$ cat src/rtl/sd_sector_streamer.sv
// sd_sector_streamer: requests consecutive SD sectors from the sector reader,
// then reads each 512-byte sector back out of the shared sector RAM and
// presents it as a valid/ready byte stream.
//
// Optional feature macro: SD_STREAM_LOOP_EN
//   defined     : after the last sector of a run, restart at start_sector
//                 forever (finished_out pulses once per pass; only rst stops it)
//   not defined : the run ends in DONE -> IDLE
//
// Stream handshake: byte_valid_out/byte_out are registered and held stable
// until a cycle where byte_valid_out & byte_ready_in are both high at the
// rising edge; that edge is the transfer, and valid drops on that same edge.
// Valid never drops without a transfer (except on rst).
//
// dbg_state exposes the FSM state encoding for checkers.
module sd_sector_streamer #(
  parameter int SECTOR_BYTES   = 512,
  parameter int RAM_LATENCY    = 2,
  parameter int TIMEOUT_CYCLES = 2000000
) (
  input  logic                            clk,
  input  logic                            rst,
  input  logic                            start_in,
  input  logic [31:0]                     start_sector_in,
  input  logic [15:0]                     num_sectors_in,
  output logic [31:0]                     sd_addr_out,
  output logic                            sd_read_en_out,
  input  logic                            sd_done_in,
  input  logic                            sd_error_in,
  output logic [$clog2(SECTOR_BYTES)-1:0] ram_addr_out,
  input  logic [7:0]                      ram_dout_in,
  output logic [7:0]                      byte_out,
  output logic                            byte_valid_out,
  input  logic                            byte_ready_in,
  output logic                            busy_out,
  output logic                            finished_out,
  output logic                            error_out,
  output logic [15:0]                     sectors_done_out,
  output logic [2:0]                      dbg_state
);

  localparam int IDX_W  = $clog2(SECTOR_BYTES);
  localparam int LAT_W  = $clog2(RAM_LATENCY + 1);
  localparam int TOUT_W = $clog2(TIMEOUT_CYCLES + 1);

  typedef enum logic [2:0] {
    S_IDLE     = 3'd0,
    S_REQ      = 3'd1,
    S_WAIT_SD  = 3'd2,
    S_RD_ISSUE = 3'd3,
    S_RD_WAIT  = 3'd4,
    S_OUT      = 3'd5,
    S_DONE     = 3'd6,
    S_ERROR    = 3'd7
  } state_t;

  state_t              state_q, state_d;
  logic [31:0]         start_q;
  logic [15:0]         num_q;
  logic [15:0]         done_q;
  logic [15:0]         done_next;
  logic [IDX_W-1:0]    idx_q;
  logic [LAT_W-1:0]    lat_q;
  logic [TOUT_W-1:0]   tout_q;
  logic [7:0]          byte_q;
  logic                valid_q;
  logic                finished_q;

  logic                start_ok;
  logic                sd_ok;
  logic                capture;
  logic                xfer;
  logic                last_byte;
  logic                run_end;
  logic                fin_d;

  assign last_byte = (idx_q == IDX_W'(SECTOR_BYTES - 1));
  assign done_next = (done_q == 16'hFFFF) ? done_q : done_q + 16'd1;
  assign run_end   = (done_next == num_q);

  // Next-state and control strobes; every output of this block defaulted first.
  always_comb begin
    state_d  = state_q;
    start_ok = 1'b0;
    sd_ok    = 1'b0;
    capture  = 1'b0;
    xfer     = 1'b0;
    fin_d    = 1'b0;
    unique case (state_q)
      S_IDLE, S_ERROR: begin
        if (start_in) begin
          start_ok = 1'b1;
          if (num_sectors_in == 16'd0) begin
            state_d = S_DONE;
            fin_d   = 1'b1;
          end else begin
            state_d = S_REQ;
          end
        end
      end
      S_REQ: state_d = S_WAIT_SD;
      S_WAIT_SD: begin
        if (sd_done_in && !sd_error_in) begin
          sd_ok   = 1'b1;
          state_d = S_RD_ISSUE;
        end else if (sd_done_in || (tout_q == TOUT_W'(TIMEOUT_CYCLES - 1))) begin
          state_d = S_ERROR;
        end
      end
      S_RD_ISSUE: state_d = S_RD_WAIT;
      S_RD_WAIT: begin
        if (lat_q == LAT_W'(RAM_LATENCY - 1)) begin
          capture = 1'b1;
          state_d = S_OUT;
        end
      end
      S_OUT: begin
        if (byte_ready_in) begin
          xfer = 1'b1;
          if (!last_byte) begin
            state_d = S_RD_ISSUE;
          end else if (run_end) begin
            fin_d = 1'b1;
`ifdef SD_STREAM_LOOP_EN
            state_d = S_REQ;
`else
            state_d = S_DONE;
`endif
          end else begin
            state_d = S_REQ;
          end
        end
      end
      S_DONE: state_d = S_IDLE;
      default: state_d = S_IDLE;
    endcase
  end

  // State register plus the run/sector/byte datapath registers.
  always_ff @(posedge clk) begin
    if (rst) begin
      state_q    <= S_IDLE;
      start_q    <= '0;
      num_q      <= '0;
      done_q     <= '0;
      idx_q      <= '0;
      lat_q      <= '0;
      tout_q     <= '0;
      byte_q     <= '0;
      valid_q    <= 1'b0;
      finished_q <= 1'b0;
    end else begin
      state_q    <= state_d;
      finished_q <= fin_d;
      if (start_ok) begin
        start_q <= start_sector_in;
        num_q   <= num_sectors_in;
        done_q  <= '0;
      end
      if (state_q == S_REQ) begin
        tout_q <= '0;
      end else if (state_q == S_WAIT_SD) begin
        tout_q <= tout_q + TOUT_W'(1);
      end
      if (sd_ok) begin
        idx_q <= '0;
      end
      if (state_q == S_RD_ISSUE) begin
        lat_q <= '0;
      end else if (state_q == S_RD_WAIT) begin
        lat_q <= lat_q + LAT_W'(1);
      end
      if (capture) begin
        byte_q  <= ram_dout_in;
        valid_q <= 1'b1;
      end
      if (xfer) begin
        valid_q <= 1'b0;
        if (!last_byte) begin
          idx_q <= idx_q + IDX_W'(1);
        end else begin
`ifdef SD_STREAM_LOOP_EN
          done_q <= run_end ? 16'd0 : done_next;
`else
          done_q <= done_next;
`endif
        end
      end
    end
  end

  // Sector address wraps modulo 2^32 with no flag.
  assign sd_addr_out      = start_q + {16'd0, done_q};
  assign sd_read_en_out   = (state_q == S_REQ);
  assign ram_addr_out     = idx_q;
  assign byte_out         = byte_q;
  assign byte_valid_out   = valid_q;
  assign busy_out         = !((state_q == S_IDLE) || (state_q == S_DONE) || (state_q == S_ERROR));
  assign finished_out     = finished_q;
  assign error_out        = (state_q == S_ERROR);
  assign sectors_done_out = done_q;
  assign dbg_state        = state_q;

endmodule

$ cat config.mk
export PLATFORM = sky130hd
export DESIGN_NAME = sd_sector_streamer
export DESIGN_NICKNAME = d
export VERILOG_FILES = /design/src/rtl/sd_sector_streamer.sv
export SDC_FILE = /design/constraint.sdc
export NUM_CORES = 1
export LEC_CHECK = 0
export ABC_AREA = 1
export BUFFER_PORTS_ARGS = -buffer_cell sky130_fd_sc_hd__buf_2
export CORE_UTILIZATION = 40
export CTS_CLUSTER_SIZE = 20
export DETAILED_ROUTE_END_ITERATION = 16
export PLACE_DENSITY_LB_ADDON = 0.08
export SLEW_MARGIN = 0
export SYNTH_ARGS = -nofsm -noshare
export SYNTH_HDL_FRONTEND = slang
export SYNTH_SLANG_ARGS = --single-unit
$ cat constraint.sdc
create_clock -name clk -period 6.7 [get_ports clk]
set_input_delay 0 -clock clk [delete_from_list [all_inputs] [get_ports clk]]
set_output_delay 0 -clock clk [all_outputs]
set_load 0.05 [all_outputs]
==> results_dict.tcl <==
set metrics [dict create \
    status "finished clean" \
    area_growth_pct 27.1 \
    cp_data_arrival_time_ns 3.31 \
    setup_violations 0 \
    fin_ws_ns 3.39 \
    synth_top_family_by_area "simple AND/OR/NAND/NOR gates" \
    max_freq_mhz 302 \
    finalWorstPathRequiredPeriod_ns 3.31 \
    antenna_left 0 \
    cts_hold_buf 58 \
    syn_area_mm2 0.00621 \
    diodes 0 \
    ys_warn_count 0 \
    drt_pre_antenna_iters 5 \
    layout_common_cells "nand2_1 (192), buf_2 (134), nor2_1 (131)" \
    syn_inst 917 \
    wl_per_cell_um 13.2 \
    antenna_found_initial 0 \
    place_ws_ns 3.75 \
    critPathMaxStageDelay_ns 0.44 \
    cp-end-kind "output pin" \
    path_clk_slew_ns 0.07 \
    io_pins 135 \
    grt_max_degree 57 \
    rsz0062_at_grt "no" \
    die_x_um 127 \
    place_congestion 0.898 \
    clock_latency_ns 0.36 \
    fin_setup_tns_ns 0 \
    post_cts.repair.setup_buffers 0 \
    hpwlAfterDp_mm 12.2 \
    viasPerCell 4.90 \
    clock-root-buffer "clkbuf_16" \
    yosys.area_share.adder_pct 4.55 \
    start_util_pct 40.9 \
    cap_violations 0 \
    path_class "reg -> out" \
    core_mm2 0.0152 \
    synth_xor_area_share_pct 6.06 \
    grt_usage_pct 21.7 \
    grt_pass1_vias 5875 \
    fin_crit_sh_pct 49.5 \
    numCtsBuffers 9 \
    hold_viol 0 \
    post_cts_resized 0 \
    slowest_stage "dfxtp_1" \
    slew_violations 0 \
    syn_nets 1001 \
    fp-row-count 45 \
    die_area_mm2 0.0160 \
    worst_pin_slew_ns 0.710 \
    die_y_um 127 \
    synth_compound_area_share_pct 14.6 \
    io_buffers 134 \
    syn_avg_cell_area_um2 6.77 \
    p_leak_nw 3.62 \
    layout.nets 1183 \
    seq_area_frac_synth_pct 35.1 \
    grt_pass1_wl_mm 28.1 \
    layout_commonest_cell "nand2_1" \
    drive_gt1_share_pct 16.9 \
    rrSetupSlack_ns 3.69 \
    slew_headroom_pct 52.7 \
    path_delay_family "simple AND/OR/NAND/NOR gates" \
    crit_chain "ha_1, inv_1, fa_1, o21ai_1, nand2_1, nand2_1, a21oi_1, o21ai_1, nand2_1, nand3_1, nand3_1, nor2_1, xor2_1, buf_2" \
    stdcell_count 1292 \
    final_area_mm2 0.00790 \
    synth_cell_type_count 41 \
    clkSinkCount 109 \
    power_density_mw_per_mm2 299 \
    power.total_mw 2.36 \
    vias 6328 \
    cp_max_fo 7 \
    dp_cells 1218 \
    cpMostUsedCell "nand2_1" \
    ys_ff_latch 109 \
    cts_tree "built" \
    cts_buffer_depth 2 \
    placed_area_mm2 0.00704 \
    hold_class "in -> reg" \
    required_ns 6.70 \
    drc 0 \
    first_iter_violations 253 \
    synth_mux_area_share_pct 0 \
    clock-skew-final_ns 0.00721 \
    ir_worst_vdd_uv 393 \
    worst-path-buf-inv 2 \
    gr-total-overflow 0 \
    cts_htree_levels 3 \
    wl_mm 17.0 \
    synthSimpleGateAreaFrac_pct 32.2 \
    cp-start-kind "register" \
]
==> layer usage <==
| metal | vias to the layer above | GRT usage, % | share of wire (%) |
|---|---|---|---|
| met1 | 2814 | 29.9 | 51 |
| li1 | 3380 | - | - |
| met5 | - | 0 | 0 |
| met4 | 0 | 7.23 | 1.4 |
| met3 | 17 | 3.25 | 3.8 |
| met2 | 117 | 34.5 | 43 |
==> cell families (layout without fill, tap and decap cells) <==
family / after synthesis / in the layout
adders and majority gates: 22 / 22
DFF: 109 / 109
buffers and inverters: 119 / 306
AOI/OAI and AO/OA: 170 / 170
xor gates and xnor gates: 43 / 43
and+or+nand+nor: 454 / 454
==> metrics by stage <==
stage,hold slack [ns],util (%)
floorplan,0.135,-
global placement,0.227,46.3
detailed placement,0.229,46.3
CTS,0.0232,51.9
global route,0.0760,51.9
finish,0.0455,51.9
==> Yosys cell counts, drive strengths merged <==
library cell,count,area (um2)
nor2,144,603
xor2,23,201
a211oi,6,45.0
o21a,2,15.0
o21ai,73,365
o31ai,1,7.51
nor3,23,120
a22oi,6,45.0
clkbuf,22,82.6
buf,3,27.5
nand2,197,757
dfxtp,109,2180
a21o,1,7.51
nor4,7,43.8
inv,94,353
nand4,15,100
nand3b,4,30.0
fa,1,20.0
and3,1,6.26
nand3,61,325
a311oi,1,8.76
ha,21,263
xnor2,20,175
a21oi,76,384
or2,2,12.5
a221oi,1,8.76
a21boi,1,7.51
a31oi,1,6.26
o211ai,1,7.51
==> registers in the layout (all words and copies together) (netlist names) <==
| signal | flops |
|---|---|
| byte_out | 8 |
| byte_valid_out | 1 |
| dbg_state | 3 |
| finished_out | 1 |
| lat_q | 2 |
| num_q | 16 |
| ram_addr_out | 9 |
| sectors_done_out | 16 |
| start_q | 32 |
| tout_q | 21 |
==> worst register-to-register path, delay by kind of cell, from the launching register on <==
kind,cells,cell delay [ns]
adder cells (fa/ha/maj),1,0.28
buffers and inverters,3,0.78
AO/OA/AOI/OAI,1,0.12
flip-flops,1,0.47
AND/OR/NAND/NOR,11,1.30
==> area by class of cell <==
class / count / area (um2)
inverters: 94 / 353
repair buffers: 196 / 1280
fillers: 1567 / 7310
clock inverters: 6 / 38.8
flip-flops and latches: 109 / 2180
clock buffers: 10 / 239
well taps: 188 / 235
multi-input cells: 689 / 3570
==> worst paths after layout <==
check                                          from               to  cells after the start
worst min register to register          byte_out[3]      byte_out[3]                      2
worst max register to register  sectors_done_out[1]     finished_out                     16
worst min-delay path                  byte_ready_in   byte_valid_out                      4
worst max-delay path            sectors_done_out[0]  sd_addr_out[26]                     14
==> report_power, final <==
part           switching, mW  internal, mW
logic                  0.730         0.279
registers             0.0824         0.758
clock network          0.253         0.261
Note: power is estimated with default switching activity, not from simulation.
